## src/rtl/instruction_fetcher.sv

```systemverilog
// Fetch stage: PC, direct-mapped i-cache and miss fill. Emits one (inst, pc) per cycle.
// Latency: a cache hit is emitted on the next edge. A miss is emitted on the edge after the memory response.
// Backpressure: queue_is_full stops new lookups. A response already in flight is still emitted, using the queue's 2-slot slack.
//
// Ports:
//   clk, rst (async, active-low)   clock and reset
//   rdy                            global ready; 0 freezes everything except clear/reset
//   clear, clear_pc                redirect pulse and target (target low bits are ignored)
//   queue_is_full                  inhibits new cache lookups
//   IF_inst_valid/IF_inst/IF_pc    fetched instruction, one pulse per instruction
//   mem_req_valid/mem_req_addr     miss request, held until the response arrives
//   mem_resp_valid/mem_resp_inst   one-cycle response pulse from the memory controller
module instruction_fetcher #(
  parameter logic [31:0] RESET_PC     = 32'h0,
  parameter int          ICACHE_IDX_W = 4
) (
  input  logic        clk,
  input  logic        rst,
  input  logic        rdy,
  input  logic        clear,
  input  logic [31:0] clear_pc,
  input  logic        queue_is_full,
  output logic        IF_inst_valid,
  output logic [31:0] IF_inst,
  output logic [31:0] IF_pc,
  output logic        mem_req_valid,
  output logic [31:0] mem_req_addr,
  input  logic        mem_resp_valid,
  input  logic [31:0] mem_resp_inst
);

  localparam int LINES = 1 << ICACHE_IDX_W;
  localparam int TAG_W = 30 - ICACHE_IDX_W;

  typedef enum logic [1:0] {
    S_IDLE     = 2'd0,
    S_WAIT_MEM = 2'd1,
    S_FLUSH    = 2'd2
  } state_t;

  state_t              state_q, state_d;
  logic [31:0]         pc_q, pc_d;
  logic                if_vld_q, if_vld_d;
  logic [31:0]         if_inst_q, if_inst_d;
  logic [31:0]         if_pc_q, if_pc_d;
  logic                req_vld_q, req_vld_d;
  logic [31:0]         req_addr_q, req_addr_d;
  logic [LINES-1:0]    cache_vld_q, cache_vld_d;
  logic [TAG_W-1:0]    cache_tag_q [LINES];
  logic [TAG_W-1:0]    cache_tag_d [LINES];
  logic [31:0]         cache_dat_q [LINES];
  logic [31:0]         cache_dat_d [LINES];

  logic [ICACHE_IDX_W-1:0] look_idx;
  logic [TAG_W-1:0]        look_tag;
  logic                    hit;
  logic [ICACHE_IDX_W-1:0] fill_idx;
  logic [TAG_W-1:0]        fill_tag;
  logic                    fill_en;

  assign look_idx = pc_q[ICACHE_IDX_W+1:2];
  assign look_tag = pc_q[31:ICACHE_IDX_W+2];
  assign hit      = cache_vld_q[look_idx] && (cache_tag_q[look_idx] == look_tag);

  // A response always belongs to the outstanding request address, not the current PC.
  // After a redirect the two differ.
  assign fill_idx = req_addr_q[ICACHE_IDX_W+1:2];
  assign fill_tag = req_addr_q[31:ICACHE_IDX_W+2];

  always_comb begin
    state_d     = state_q;
    pc_d        = pc_q;
    if_vld_d    = if_vld_q;
    if_inst_d   = if_inst_q;
    if_pc_d     = if_pc_q;
    req_vld_d   = req_vld_q;
    req_addr_d  = req_addr_q;
    cache_vld_d = cache_vld_q;
    cache_tag_d = cache_tag_q;
    cache_dat_d = cache_dat_q;
    fill_en     = 1'b0;

    if (clear) begin
      // A redirect overrides rdy. Any response arriving alongside it still fills the cache,
      // so the single outstanding request is never lost.
      pc_d     = clear_pc & ~32'h3;
      if_vld_d = 1'b0;
      if (state_q != S_IDLE) begin
        if (mem_resp_valid) begin
          fill_en   = 1'b1;
          req_vld_d = 1'b0;
          state_d   = S_IDLE;
        end else begin
          state_d   = S_FLUSH;
        end
      end
    end else if (rdy) begin
      if_vld_d = 1'b0;
      unique case (state_q)
        S_IDLE: begin
          if (!queue_is_full) begin
            if (hit) begin
              if_vld_d  = 1'b1;
              if_inst_d = cache_dat_q[look_idx];
              if_pc_d   = pc_q;
              pc_d      = pc_q + 32'd4;
            end else begin
              req_vld_d  = 1'b1;
              req_addr_d = pc_q;
              state_d    = S_WAIT_MEM;
            end
          end
        end
        S_WAIT_MEM: begin
          if (mem_resp_valid) begin
            fill_en   = 1'b1;
            if_vld_d  = 1'b1;
            if_inst_d = mem_resp_inst;
            if_pc_d   = pc_q;
            pc_d      = pc_q + 32'd4;
            req_vld_d = 1'b0;
            state_d   = S_IDLE;
          end
        end
        S_FLUSH: begin
          // The stale response is cached but not emitted.
          if (mem_resp_valid) begin
            fill_en   = 1'b1;
            req_vld_d = 1'b0;
            state_d   = S_IDLE;
          end
        end
        default: state_d = S_IDLE;
      endcase
    end

    if (fill_en) begin
      cache_vld_d[fill_idx] = 1'b1;
      cache_tag_d[fill_idx] = fill_tag;
      cache_dat_d[fill_idx] = mem_resp_inst;
    end
  end

  always_ff @(posedge clk or negedge rst) begin
    if (!rst) begin
      state_q     <= S_IDLE;
      pc_q        <= RESET_PC;
      if_vld_q    <= 1'b0;
      if_inst_q   <= 32'h0;
      if_pc_q     <= 32'h0;
      req_vld_q   <= 1'b0;
      req_addr_q  <= 32'h0;
      cache_vld_q <= '0;
      for (int i = 0; i < LINES; i++) begin
        cache_tag_q[i] <= '0;
        cache_dat_q[i] <= '0;
      end
    end else begin
      state_q     <= state_d;
      pc_q        <= pc_d;
      if_vld_q    <= if_vld_d;
      if_inst_q   <= if_inst_d;
      if_pc_q     <= if_pc_d;
      req_vld_q   <= req_vld_d;
      req_addr_q  <= req_addr_d;
      cache_vld_q <= cache_vld_d;
      for (int i = 0; i < LINES; i++) begin
        cache_tag_q[i] <= cache_tag_d[i];
        cache_dat_q[i] <= cache_dat_d[i];
      end
    end
  end

  assign IF_inst_valid = if_vld_q;
  assign IF_inst       = if_inst_q;
  assign IF_pc         = if_pc_q;
  assign mem_req_valid = req_vld_q;
  assign mem_req_addr  = req_addr_q;

endmodule

```

## config.mk

```make
export PLATFORM = sky130hd
export DESIGN_NAME = instruction_fetcher
export DESIGN_NICKNAME = d
export VERILOG_FILES = /design/src/rtl/instruction_fetcher.sv
export SDC_FILE = /design/constraint.sdc
export NUM_CORES = 2
export LEC_CHECK = 0
export BUFFER_PORTS_ARGS = -buffer_cell sky130_fd_sc_hd__buf_4
export CELL_PAD_IN_SITES_DETAIL_PLACEMENT = 1
export CELL_PAD_IN_SITES_GLOBAL_PLACEMENT = 2
export CORE_MARGIN = 2
export CORE_UTILIZATION = 30
export CTS_BUF_LIST = sky130_fd_sc_hd__clkbuf_2
export CTS_CLUSTER_DIAMETER = 200
export DETAILED_ROUTE_END_ITERATION = 10
export GPL_TIMING_DRIVEN = 0
export PLACE_DENSITY_LB_ADDON = 0.1
export SYNTH_ARGS = -nofsm -noshare
export SYNTH_HDL_FRONTEND = slang
export SYNTH_SLANG_ARGS = --single-unit
```

## constraint.sdc

```tcl
create_clock -name clk -period 6.6 [get_ports clk]
set_input_delay 0.99 -clock clk [delete_from_list [all_inputs] [get_ports clk]]
set_output_delay 0.99 -clock clk [all_outputs]
set_load 0.005 [all_outputs]
```

==> run metrics <==
DRT Pass-1 Iters 5; Die ar. 168000 sq um; PwrDens 420 nW/um^2; clk sinks 1070; Post-DRT Antenna Nets 0; most frequent cells in the layout dfrtp_1 (1070), mux2_2 (1024), clkbuf_2 (476); Worst Clk Skew 0.170 ns; wl on met1 81100 microns; antenna violations before repair 19; clock buffer depth 4; xor and xnor area share after synthesis 0.177%; failing checks setup timing; Critical Path End Type flop; commonest non-fill, non-tap cell in the layout dfrtp_1; Clock Tree Root clkbuf_2; largest family of logic cells by synthesized area multiplexers; setup TNS -0.0588 ns; IO buf count 161; crit-path max FO 10; Starting Density 30.3%; WL met2 91700 microns; adder-cell share of the synthesized area 0.0760%; fraction of layout cells with a size suffix above 1 47.5%; Yosys warnings 0; fin crit share 101%; hold depth 4; residual DRC count 0; Die Height 410 microns; mux cell area share after synthesis 36.4%; Yosys cell types 71; hold path start clear_pc[28]; PnR worst setup slack -0.0588 ns; Syn Inst Count 3303; Post-synth EDFFs 0; Slew HR 9.28%; clock slew at reported path FFs 0.11 ns; Synth Area in Compound Gates 3.20%; simple-gate share of the synthesized area 3.09%; Area growth, synth to finish 16.8%; clk_lat worst skew 1.75 ns; Vias/cell 5.20; reg2reg setup slack -0.06 ns; WL met3 8400 microns; sequential fraction of the synthesis area 54.2%; H-Tree Depth 5; WS Path Type flop to flop; status complete, but fails checks; Startpoint Class flop; top_reg_cell synth dfrtp_1; Top Layer Used met5; leak pwr 26.4 nW; Async S/R FF share, synth 100%; TritonCTS clock tree yes; gpl congestion 0.889; Worst-Margin Slew 1.36 ns; DP Wirelength 130000 microns; min Tclk post-route 6.66 ns; Worst Hold Path EP pc_q[28]; non-filler instance count after layout 6342; worst r2r src pc_q[2]; Setup-failing EPs final 1; global-route wire length before repair 271000 microns; max-slew violation count 0; Final Hold Fails 0; worst min path class input port to flop; total gr overflow 0; placed cells 5651; Via Count 33000; fill count 17100; routed len/inst 29.7 microns; RSZ-0062 raised after global routing false; final net count 4023; Max rail drop VDD 173 uV; CP Data Arrival Time 8.23 ns; Die Wd 410 microns; Std-Cell Rows 148; vias in the first global route 37000; Reg2Reg Depth 13; initial DRC count 1890; Mapped Area 49400 sq um; GR Util All Layers 22.5%; largest net degree at the start of global routing 166; final wirelength 188000 microns; fmax 150 MHz; core area 163000 sq um; FF-to-FF End pc_q[31]; Max Cap Viol 0; Seq cells post-synth 1070; I/O Pins 168; CTS Buf Count 324; critical path required time 8.17 ns; syn avg cell area 15.0 sq um
[flip-flops by register name, summed over array words and instances (netlist names), 2 cells and up]
signal	cells
IF_pc	30
mem_req_addr	30
cache_dat_q	512
cache_vld_q	16
IF_inst	32
cache_tag_q	416
pc_q	30
state_q	2
[synth_stat cells, types with 15 or more instances]
library cell     n  share of area [%]
dfrtp_1       1070                 54
mux2_2        1024                 23
mux4_2         212                9.7
clkbuf_1       195                1.5
mux2i_1        120                2.4
nor2_1          57               0.43
buf_1           48               0.36
nand2_1         48               0.36
mux2_1          41               0.93
a22oi_1         36               0.55
nand3_1         36               0.36
a31oi_1         24               0.30
buf_2           23               0.23
nand4_1         23               0.29
buf_4           22               0.33
inv_1           21               0.16
nor3_1          21               0.21
a21oi_1         16               0.16
nor2b_1         15               0.19
o21ai_0         15               0.15
[power by group]
part	total (mW)	internal, mW	leakage, nW	switching, mW
clock network	4.92	1.92	2.09	3.01
registers	10.5	8.99	14.0	1.49
logic	8.81	4.46	10.3	4.35
[cell type report]
| type | count | area [sq um] | share of cell area [%] |
|---|---|---|---|
| Clock inverter | 59 | 250 | 0.434 |
| Buffer | 300 | 1330 | 2.30 |
| Multi-Input combinational cell | 1914 | 21200 | 36.8 |
| Tap cell | 2175 | 2720 | 4.72 |
| Clock buffer | 473 | 2370 | 4.10 |
| Sequential cell | 1070 | 26800 | 46.4 |
| Timing Repair Buffer | 318 | 2940 | 5.09 |
| Inverter | 22 | 82.6 | 0.143 |
| Antenna cell | 11 | 27.5 | 0.0477 |
[worst max path at each step]
stage	startpoint	to	slack, ns	cells after the start
final	pc_q[2]	pc_q[31]	-0.06	13
after floorplan	pc_q[2]	IF_inst[18]	2.73	11
after global placement	rst	cache_dat_q[41]	-7.94	1
after global routing	pc_q[2]	pc_q[31]	0.006	13
after CTS	pc_q[2]	pc_q[12]	0.03	14
after detailed placement	pc_q[2]	IF_inst[4]	-0.60	12
[timing repair]
| item | CTS | global route |
|---|---|---|
| endpoints found under the hold margin | 1101 | 0 |
| pin swaps | 1 | 0 |
| resized for setup | 1 | 3 |
| endpoints found under the setup margin | 82 | 1 |
| buffers inserted | 2 | 0 |
| hold buffers | 146 | 0 |
[metal layers]
layer / track usage, % / vias up
met5: 0 / -
met4: 8.54 / 16
met3: 4.30 / 422
met2: 37.6 / 951
met1: 28.9 / 17800
li1: - / 13800
[metrics by stage]
stage	total power [mW]	utilization [%]	hold slack, ns	worst slack, ns	instance area [sq um]
5_1_grt	25.7	35.4	0.0227	0.00644	57700
2_1_floorplan	15.7	-	0.429	2.73	49400
4_1_cts	24.6	35.4	0.00235	0.0256	57700
3_5_place_dp	19.5	32.8	0.450	-0.598	53600
3_3_place_gp	18.9	32.7	0.444	-7.94	53300
6_report	24.2	35.4	0.261	-0.0588	57700
[critical path, stage by stage, from the launching register on]
cell and delay (ns):
dfrtp_1 0.46, buf_4 0.27, buf_6 0.24, buf_6 0.31, buf_2 0.58, mux2i_2 0.60
o221ai_1 0.38, a2111oi_0 0.85, nand4b_1 0.52, o41ai_1 0.83, buf_2 0.40, a31oi_1 0.12
o31a_1 0.29, dlygate4sd3_1 0.55
[kinds of logic after synthesis]
kind of cell,Yosys count
mux,1397
flops,1070
buf+inv,322
simple gates,289
compound gates,211
xor+xnor,10
fa+ha+maj,3
other cells,1
Note: power is estimated with default switching activity, not from simulation.
